[config.mk]
export PLATFORM = sky130hd
export DESIGN_NAME = digit_entry_register
export DESIGN_NICKNAME = d
export VERILOG_FILES = /design/src/rtl/calc_pkg.sv /design/src/rtl/bcd_sig_count.sv /design/src/rtl/digit_entry_register.sv
export SDC_FILE = /design/constraint.sdc
export NUM_CORES = 1
export LEC_CHECK = 0
export CAP_MARGIN = 5
export CORE_MARGIN = 8
export CORE_UTILIZATION = 30
export CTS_BUF_LIST = sky130_fd_sc_hd__clkbuf_16
export DETAILED_ROUTE_END_ITERATION = 6
export GPL_TIMING_DRIVEN = 0
export PLACE_DENSITY = 0.55
export SKIP_LAST_GASP = 1
export SLEW_MARGIN = 15
export SYNTH_ARGS = -nofsm -noshare
export SYNTH_HDL_FRONTEND = slang
export SYNTH_SLANG_ARGS = --single-unit
[constraint.sdc]
create_clock -name Clk -period 3.9 [get_ports Clk]
set_input_delay 0.78 -clock Clk [delete_from_list [all_inputs] [get_ports Clk]]
set_output_delay 0.78 -clock Clk [all_outputs]
set_load 0.01 [all_outputs]
[src/rtl/calc_pkg.sv]
// Shared definitions for the calculator operand path: command codes,
// the BCD digit limit and the digit-count width helper.
package calc_pkg;

  localparam logic [2:0] CMD_NOP       = 3'd0;
  localparam logic [2:0] CMD_DIGIT     = 3'd1;
  localparam logic [2:0] CMD_BACKSPACE = 3'd2;
  localparam logic [2:0] CMD_CLEAR     = 3'd3;
  localparam logic [2:0] CMD_LOAD      = 3'd4;
  localparam logic [2:0] CMD_SAVE      = 3'd5;
  localparam logic [2:0] CMD_SWAP      = 3'd6;
  localparam logic [2:0] CMD_RESTORE   = 3'd7;

  localparam logic [3:0] BCD_MAX = 4'd9;

  // Width needed to hold a count in 0..digits.
  function automatic int cw_of(input int digits);
    return $clog2(digits + 1);
  endfunction

endpackage

[src/rtl/bcd_sig_count.sv]
// Combinational check of a packed BCD vector: flags any nibble above 9 and
// reports how many digits are significant (MS nonzero nibble index + 1).
module bcd_sig_count
  import calc_pkg::*;
#(
  parameter int DIGITS = 4
) (
  input  logic [4*DIGITS-1:0]          vec,
  output logic                         valid,
  output logic [cw_of(DIGITS)-1:0]     cnt
);

  localparam int CW = cw_of(DIGITS);

  // Scan low to high so the last nonzero nibble seen sets the count.
  always_comb begin
    valid = 1'b1;
    cnt   = '0;
    for (int i = 0; i < DIGITS; i++) begin
      if (vec[4*i +: 4] > BCD_MAX) valid = 1'b0;
      if (vec[4*i +: 4] != 4'h0)   cnt   = CW'(i + 1);
    end
  end

endmodule

[src/rtl/digit_entry_register.sv]
// Calculator operand entry register: DIGITS BCD nibbles with a significant
// digit count, keypad shift-in, backspace, clear, parallel load and one
// shadow bank (save / swap / restore). Rejected commands pulse ERR.
module digit_entry_register
  import calc_pkg::*;
#(
  parameter int DIGITS = 4
) (
  input  logic                     Clk,
  input  logic                     R,
  input  logic                     EN,
  input  logic [2:0]               CMD,
  input  logic [3:0]               DIN,
  input  logic [4*DIGITS-1:0]      LD,
  output logic [4*DIGITS-1:0]      Q,
  output logic [cw_of(DIGITS)-1:0] CNT,
  output logic                     FULL,
  output logic                     EMPTY,
  output logic [4*DIGITS-1:0]      MQ,
  output logic                     ERR
);

  localparam int CW = cw_of(DIGITS);
  localparam int DW = 4 * DIGITS;

  logic [DW-1:0] q_r, q_nx, mq_r, mq_nx;
  logic [CW-1:0] cnt_r, cnt_nx, mcnt_r, mcnt_nx;
  logic          err_r, err_nx;
  logic          full, empty;
  logic          ld_valid;
  logic [CW-1:0] ld_cnt;

  assign full  = (cnt_r == CW'(DIGITS));
  assign empty = (cnt_r == '0);

  bcd_sig_count #(.DIGITS(DIGITS)) u_ld_cnt (
    .vec   (LD),
    .valid (ld_valid),
    .cnt   (ld_cnt)
  );

  // Command decode: default is hold with ERR cleared; rejects only raise ERR.
  always_comb begin
    q_nx    = q_r;
    cnt_nx  = cnt_r;
    mq_nx   = mq_r;
    mcnt_nx = mcnt_r;
    err_nx  = 1'b0;
    if (EN) begin
      case (CMD)
        CMD_DIGIT: begin
          if (DIN > BCD_MAX || full) begin
            err_nx = 1'b1;
          end else if (!(empty && DIN == 4'h0)) begin
            // A leading zero on an empty register is swallowed silently.
            q_nx   = {q_r[DW-5:0], DIN};
            cnt_nx = cnt_r + CW'(1);
          end
        end
        CMD_BACKSPACE: begin
          if (empty) begin
            err_nx = 1'b1;
          end else begin
            q_nx   = {4'h0, q_r[DW-1:4]};
            cnt_nx = cnt_r - CW'(1);
          end
        end
        CMD_CLEAR: begin
          q_nx   = '0;
          cnt_nx = '0;
        end
        CMD_LOAD: begin
          if (!ld_valid) begin
            err_nx = 1'b1;
          end else begin
            q_nx   = LD;
            cnt_nx = ld_cnt;
          end
        end
        CMD_SAVE: begin
          mq_nx   = q_r;
          mcnt_nx = cnt_r;
        end
        CMD_SWAP: begin
          q_nx    = mq_r;
          cnt_nx  = mcnt_r;
          mq_nx   = q_r;
          mcnt_nx = cnt_r;
        end
        CMD_RESTORE: begin
          q_nx   = mq_r;
          cnt_nx = mcnt_r;
        end
        default: ;
      endcase
    end
  end

  // State and error registers; reset clears both banks at once.
  always_ff @(posedge Clk or negedge R) begin
    if (!R) begin
      q_r    <= '0;
      cnt_r  <= '0;
      mq_r   <= '0;
      mcnt_r <= '0;
      err_r  <= 1'b0;
    end else begin
      q_r    <= q_nx;
      cnt_r  <= cnt_nx;
      mq_r   <= mq_nx;
      mcnt_r <= mcnt_nx;
      err_r  <= err_nx;
    end
  end

  assign Q     = q_r;
  assign CNT   = cnt_r;
  assign MQ    = mq_r;
  assign ERR   = err_r;
  assign FULL  = full;
  assign EMPTY = empty;

endmodule
==> reports/qor.yml <==
sta:
  period_needed_ns: 3.34
  hold_viol: 0
  tightest_slew_ns: 0.642
  setup_viol_count_final: 0
  fmax_mhz: 299
  slew_headroom_pct: 57.1
  slew_viol_final: 0
  finalSetupTns_ns: 0
  finClkSkew_ns: 0.00354
  rsz0062_at_grt: "no"
  fin_crit_sh_pct: 85.7
global_route:
  grt_usage_pct: 14.4
  first_global_vias: 2205
  antenna_found_initial: 0
  grt.overflow.total: 0
  grt_pass1_wl_um: 12400
  grt_max_degree: 22
cts:
  clockBufferDepth: 2
  cts_post_setup_buffers_inserted: 0
  clk-insertion-delay-late_ns: 0.28
  clkTransAtPathRegs_ns: 0.06
  cts.hold.buffers_added: 0
  cts_tree: "built"
  cts_resized: 0
  clock_sinks: 39
  cts-root-buf: "clkbuf_16"
  htree_levels: 2
  cts_buffers: 5
layout:
  diodes: 0
  synthToLayoutAreaGrowth_pct: 41.1
  drive_gt1_share_pct: 19.4
  nets: 320
  final_util_pct: 42.9
  register_area_um2: 976
  fillers: 721
  multi_input_area_mm2: 0.00119
yosys:
  syn_area_mm2: 0.00230
  synth_edf_count: 0
  ys_seq_elements: 39
  syn_nets: 249
  syn_avg_cell_area_um2: 10.4
  syn_inst: 222
  yosysSeqAreaShare_pct: 42.5
  synth_warnings: 0
  yosysUniqueCellTypes: 42
  synthFlopType: "dfrtp_1"
  postSynth.asyncResetShare_pct: 100
worst_hold_path:
  hp-class: "in -> async"
place:
  port_buffers: 63
  place_congestion: 0.874
  dp_hpwl_um: 5980
setup_path:
  end_kind: "register"
  reg2reg_depth: 7
  worst-setup-path-type: "in -> reg"
  cp.arrival_ns: 3.51
  r2r_setup_slack_ns: 1.81
  crit_required_ns: 4.06
  crit_path_start_kind: "primary input"
  critical_path.max_fanout: 10
floorplanning:
  die_h_um: 104
  row_count: 32
  io_pins: 64
  dieArea_mm2: 0.0107
  die_w_um: 104
  core_mm2: 0.00757
  initial_core_util_pct: 30.4
power_and_ir_drop:
  ir_drop_mv: 0.249
  powerDensity_mw_per_mm2: 665
  leakage_nw: 1.35
run:
  max-cap-violations: 0
detailed_routing:
  drt_wl_total_um: 7870
  via_per_inst: 5.20
  firstDrtPassIters: 4
  drc: 0
  wl_per_cell_um: 19.9
  antenna_left: 0
  vias: 2061
  drt_iter0_markers: 120
run_status:
  status: "complete, no violations"
[flip-flops by register name, indices dropped and copies added, names as in the netlist]
signal  cells
MQ         16
mcnt_r      3
ERR         1
CNT         3
Q          16
[final cells by class]
type                    instances  share of cell area [%]
clock inverters                 3                    1.20
clock buffers                   5                    3.86
inverters                      10                    1.16
flip-flops and latches         39                    30.1
repair buffers                 64                    20.1
plain buffers                  15                    2.82
well taps                     102                    3.94
multi-input cells             158                    36.8
[through the flow]
step,instances,worst slack [ns],hold slack [ns],instance area (um^2),power (W)
CTS,396,0.589,0.487,3240,0.00219
detailed placement,388,0.302,0.504,3080,0.00172
finish,396,0.556,0.468,3240,0.00216
global route,396,0.329,0.498,3240,0.00230
floorplan,222,1.36,0.481,2300,0.00118
global placement,387,0.356,0.500,3060,0.00170
[synth_stat cells (all sizes together) (2+ instances only)]
cell | count | area [um^2]
a31o | 2 | 17.5
a221oi | 5 | 43.8
mux2i | 5 | 50.1
o22ai | 5 | 31.3
dfrtp | 39 | 976
inv | 10 | 37.5
a31oi | 2 | 12.5
nand2b | 2 | 12.5
nand2 | 11 | 41.3
o21ai | 27 | 135
nor2b | 2 | 12.5
a21oi | 14 | 70.1
clkbuf | 6 | 22.5
nor4 | 4 | 25.0
nor2 | 11 | 43.8
buf | 9 | 68.8
a22o | 6 | 52.6
mux2 | 35 | 420
a22oi | 10 | 75.1
[where the power goes]
group	internal, W	switching, W
registers	0.000584	0.000200
clock network	0.000298	0.000156
logic	0.000559	0.000358
total	0.00144	0.000714
[path summary, 6_finish.rpt]
check / start / to
worst max register to register: CNT[2]$_DFFE_PN0P_ / Q[9]$_DFFE_PN0P_
max in group asynchronous: R / MQ[5]$_DFFE_PN0P_
worst min register to register: mcnt_r[2]$_DFFE_PN0P_ / mcnt_r[2]$_DFFE_PN0P_
min in group Clk: mcnt_r[2]$_DFFE_PN0P_ / mcnt_r[2]$_DFFE_PN0P_
worst max-delay path: CMD[1] / CNT[2]$_DFFE_PN0P_
worst min-delay path: R / MQ[8]$_DFFE_PN0P_
[cells by family (layout without fill, tap and decap cells)]
group                      Yosys count  count (layout)  share of synthesized area [%]
muxes                               40              40                           20.5
and+or+nand+nor                     39              39                           8.38
adders and majority gates            1               1                          0.871
AOI/OAI and AO/OA                   77              77                           21.8
buffers and inverters               25              97                           5.61
DFF                                 39              39                           42.5
xor gates and xnor gates             1               1                          0.381
[worst max-delay path: stages]
cell,delay [ns]
clkdlybuf4s50_1,0.61
buf_2,0.29
buf_1,0.42
nand2_1,0.14
fa_1,0.40
xor2_1,0.23
nor2_1,0.07
a21oi_1,0.14
o221ai_1,0.14
mux2_2,0.29
[layout by cell type (no fill, tap or decap), types with 2 or more instances in the layout]
master | synthesis | final
a22o_1 | 6 | 6
a31o_2 | 2 | 2
a21oi_1 | 14 | 14
clkdlybuf4s50_1 | 0 | 62
mux2_4 | 7 | 7
buf_1 | 2 | 2
buf_4 | 2 | 2
nor4_1 | 4 | 4
mux2_2 | 28 | 28
nand2b_1 | 2 | 2
mux2i_1 | 5 | 5
nor2b_1 | 2 | 2
buf_2 | 3 | 4
a22oi_1 | 10 | 10
o21ai_0 | 27 | 27
clkbuf_16 | 0 | 5
inv_1 | 10 | 10
dfrtp_1 | 39 | 39
a31oi_1 | 2 | 2
o22ai_1 | 5 | 5
nand2_1 | 11 | 11
nor2_1 | 10 | 10
clkbuf_1 | 6 | 6
a221oi_1 | 5 | 5
[layer usage]
| metal | part of all wire [%] | vias up | wire [um] | global-route usage [%] |
|---|---|---|---|---|
| li1 | - | 979 | - | - |
| met1 | 45 | 1020 | 3500 | 17.5 |
| met2 | 50 | 53 | 3950 | 24.8 |
| met3 | 4.5 | 9 | 353 | 3.59 |
| met4 | 0.75 | 0 | 59 | 2.94 |
| met5 | 0 | - | 0 | 0 |
(Power assumes the default switching activity.)
